File: src/rtl/motor_time_slice_arbiter.sv
// Time-slice arbiter sharing one motor supply between two H-bridge channels.
// At most one channel is enabled at a time, with a dead time after every enable-off and after reset.
module motor_time_slice_arbiter #(
  parameter int               CNT_W      = 30,
  parameter logic [CNT_W-1:0] DEAD_TIME  = 30'd124999999,
  parameter logic [CNT_W-1:0] SLICE_TIME = 30'd624999999
) (
  input  logic       CLK,
  input  logic       RST,
  input  logic [1:0] REQ,
  input  logic [1:0] DIR_REQ,
  output logic [1:0] MOTOR_EN,
  output logic [1:0] MOTOR_DIR,
  output logic       GRANT,
  output logic       BUSY
);

  typedef enum logic [1:0] {S_DEAD, S_IDLE, S_ARM, S_RUN} state_t;

  state_t           state;
  logic [CNT_W-1:0] cnt;
  logic             pick;
  logic             keep;
  logic             slice_end;

  // On a tie the channel that did not hold the last grant wins.
  assign pick      = (REQ == 2'b11) ? ~GRANT : REQ[1];
  // The running channel may continue only while it still requests the direction it was armed with.
  assign keep      = REQ[GRANT] && (DIR_REQ[GRANT] == MOTOR_DIR[GRANT]);
  assign slice_end = (cnt == SLICE_TIME);
  assign BUSY      = (state != S_IDLE);

  always_ff @(posedge CLK or negedge RST) begin
    if (!RST) begin
      state     <= S_DEAD;
      cnt       <= '0;
      MOTOR_EN  <= 2'b00;
      MOTOR_DIR <= 2'b00;
      GRANT     <= 1'b1;
    end else begin
      case (state)
        S_DEAD: begin
          MOTOR_EN <= 2'b00;
          if (cnt == DEAD_TIME) begin
            state <= S_IDLE;
            cnt   <= '0;
          end else begin
            cnt <= cnt + 1'b1;
          end
        end
        S_IDLE: begin
          if (REQ != 2'b00) begin
            GRANT           <= pick;
            MOTOR_DIR[pick] <= DIR_REQ[pick];
            state           <= S_ARM;
          end
        end
        // One cycle with DIR settled before EN rises; a dropped request needs no dead time.
        S_ARM: begin
          if (keep) begin
            state    <= S_RUN;
            MOTOR_EN <= GRANT ? 2'b10 : 2'b01;
            cnt      <= '0;
          end else begin
            state <= S_IDLE;
          end
        end
        S_RUN: begin
          if (!keep || (slice_end && REQ[~GRANT])) begin
            state    <= S_DEAD;
            MOTOR_EN <= 2'b00;
            cnt      <= '0;
          end else if (slice_end) begin
            cnt <= '0;
          end else begin
            cnt <= cnt + 1'b1;
          end
        end
        default: begin
          state    <= S_DEAD;
          MOTOR_EN <= 2'b00;
          cnt      <= '0;
        end
      endcase
    end
  end

endmodule
File: config.mk
export PLATFORM = sky130hd
export DESIGN_NAME = motor_time_slice_arbiter
export DESIGN_NICKNAME = d
export VERILOG_FILES = /design/src/rtl/motor_time_slice_arbiter.sv
export SDC_FILE = /design/constraint.sdc
export NUM_CORES = 1
export LEC_CHECK = 0
export ABC_AREA = 1
export CORE_UTILIZATION = 50
export DETAILED_ROUTE_END_ITERATION = 12
export PLACE_DENSITY = 0.68
export SLEW_MARGIN = 25
export SYNTH_ARGS = -nofsm -noshare
export SYNTH_HDL_FRONTEND = slang
export SYNTH_SLANG_ARGS = --single-unit
File: constraint.sdc
create_clock -name CLK -period 2.9 [get_ports CLK]
set_clock_uncertainty 0.2 [all_clocks]
set_input_delay 0.58 -clock CLK [delete_from_list [all_inputs] [get_ports CLK]]
set_output_delay 0.58 -clock CLK [all_outputs]
set_load 0.02 [all_outputs]
==> out/results.txt <==
Clock transition at the registers of the reported paths: 70 ps
DP Area: 2870 um^2
Die Y: 75.8 um
Leak Pwr: 1.52 nW
Crit path capture type: primary output
Global-route wire length before repair: 10600 um
Final period util: 82.1%
Die ar.: 5750 um^2
Share of the synthesized area in the top cell type: 33.1%
Post-CTS sizing: 0
CTS sink cnt: 37
Global route overflow: 0
Vias per std cell: 5.15
N_diodes: 0
RSZ-0062 raised after global routing: no
Die W: 75.8 um
GRT Total Usage: 24.4%
Post-CTS Hold Buffers: 0
Achievable Freq: 420 MHz
H-tree depth: 2
P per Cell Area: 613 nW/um^2
Routed Antenna Nets: 0
GPL Wtd Cong: 0.927
Cell area after synthesis: 2730 um^2
Post-layout util: 57.1%
Synth unique cells: 31
Vias in the first global route: 2374
Setup TNS: 0 ps
Critical Path Max Stage Delay: 610 ps
Hold Crit Class: input port to asynchronous set/reset pin
WP data required: 2120 ps
Initial DRC count: 208
Core area: 5170 um^2
CTS tree: done
Final setup viols: 0
Routed vias: 2620
Syn nets: 432
Max Buffers Root-to-Sink: 2
Ys Warns: 0
Critical-path cell list: inv_2 -> nor2_2 -> inv_2 -> clkdlybuf4s50_1
Combinational fraction of design power: 33.0%
Rows: 26
Area leader, netlist: dfrtp_1
CP dominant cell by count: inv_2
Final hold violations: 0
Initial antenna violation count: 0
Wire per inst: 12.4 um
CTS buffer count: 5
Buf/Inv on CP: 3
Slowest CP cell: clkdlybuf4s50_1
Initial Util: 52.7%
Post-Syn Instances: 425
DRC viols: 0
Slew HR: 44.6%
Finished Cell Area: 2960 um^2
Max Slew Vio Count: 0
Delay-heaviest family, CP: buffers and inverters
Layout Nets: 445
Worst-Skew Late Latency: 290 ps
Power share of the sequential group: 46.2%
Switching power of the nets: 0.725 mW
Min Tclk post-route: 2380 ps
WL final: 6310 um
Slew @ Worst Pin: 831 ps
Area Growth Syn to Fin: 8.45%
Pin count of the biggest net entering global routing: 38
Register area share after synthesis: 34.0%
GRT Max-Usage Layer: met2
Clock Tree Root: clkbuf_8
Estimated wirelength of the detail-placed design: 4710 um
Met2 usage: 40.3%
Grt met1 use: 32.6%
Routing usage on met3: 4.37%
# IOs: 12
Crit. Startpoint: state[0]
Sw Ratio: 40.0%
Internal: 1.09 mW
IO buf count: 11
Maximum VDD drop: 0.000265 V
Yosys reg bits: 37
Final Non-Filler Cells: 509
Cells after DPL: 501
Max-cap viol count: 0
Critical path startpoint category: register
Worst-path fanout max: 6
Clock power frac: 20.8%
Post-CTS Setup Repair Bufs: 0
Reg2Reg Launch Point: cnt[0]
Crit Path Category: register to primary output
Worst Path Arrival: 1600 ps
Layout cells sized above 1: 10.3%
Status: finished, final reports clean
Top cells by area, synth: dfrtp_1 33%, nand2_1 17%, nand3_1 9.6%
Number of detailed-routing iterations run before antenna repair: 5
Mapped Avg Cell Area: 6.41 um^2
## stage by stage
stage          hold slack [ps]  power, mW  setup WS, ps
5_1_grt                    276       1.96           427
3_3_place_gp               258       1.42           396
6_report                   186       1.81           520
4_1_cts                    219       1.83           522
2_1_floorplan             84.4       1.26          1110
3_5_place_dp               269       1.44           360
## per-layer routing
layer / routed length [um] / up-vias
met5: 0 / -
met4: 65 / 0
met3: 291 / 7
met2: 2990 / 71
met1: 2970 / 1193
li1: - / 1349
## cells in the final DEF, fill, tap and decap left out, types with 4 or more instances in the layout
cell type	netlist	final
nand4_1	14	14
nand2_2	6	6
inv_2	4	4
o21bai_1	6	6
nor2_1	57	57
clkdlybuf4s50_1	0	10
clkbuf_8	0	6
inv_1	64	64
dfrtp_1	36	36
nand2_1	127	127
nand3_1	52	52
nor2_2	16	16
o21ai_0	13	13
## Yosys cell counts
master and count:
buf_12 1, nor2_1 57, o21bai_1 6, nor2_2 16, buf_6 2, nand2_2 6, ha_1 1, nand3_2 1
nand2_4 1, nand2_1 127, o31ai_1 1, nand3_1 52, a21oi_1 3, a21o_1 1, nor3b_1 1, nor2_4 3
nand3_4 1, o21ai_1 2, nand3b_4 1, dfstp_2 1, inv_4 2, buf_2 2, nand3b_1 1, dfrtp_1 36
inv_1 64, buf_4 2, nor3_1 2, nand4_1 14, o21ai_0 13, inv_2 4, and3_1 1
## worst register-to-register path, delay by kind of cell (launching register included)
family,cells,cell delay [ps]
fa+ha+maj,1,240
buf+inv,2,300
flops,1,450
simple gates,7,890
## layout make-up
class / instances / area [um^2]
clock buffers: 8 / 90.1
fillers: 501 / 2220
inverters: 70 / 268
multi-input cells: 311 / 1460
flip-flops and latches: 37 / 927
well taps: 70 / 87.6
repair buffers: 13 / 120
## state kept, by name (all words and copies together) (netlist names)
register,count
cnt,30
MOTOR_DIR,2
MOTOR_EN,2
state,2
GRANT,1
## worst paths after layout
kind | to | slack [ps] | depth (start not counted)
min | cnt[4] | 190 | 1
max in group asynchronous | cnt[16] | 1790 | 1
max reg2reg | cnt[16] | 730 | 10
min in group CLK | MOTOR_EN[0] | 280 | 2
min reg2reg | MOTOR_EN[0] | 280 | 2
max | BUSY | 520 | 4
## cell families after synthesis
logic type	count (synthesis)	synth area share, %
DFF	37	34.0
buffers and inverters	77	12.3
and+or+nand+nor	284	47.7
AOI/OAI and AO/OA	26	5.51
adders and majority gates	1	0.459
## power groups by stage
stage | sequential, mW | clock, mW | combinational (mW)
floorplan | 0.816 | 0 | 0.449
global placement | 0.838 | 0 | 0.583
detailed placement | 0.843 | 0 | 0.598
global route | 0.858 | 0.404 | 0.698
CTS | 0.833 | 0.395 | 0.600
finish | 0.837 | 0.378 | 0.597
Note: power is estimated with default switching activity, not from simulation.
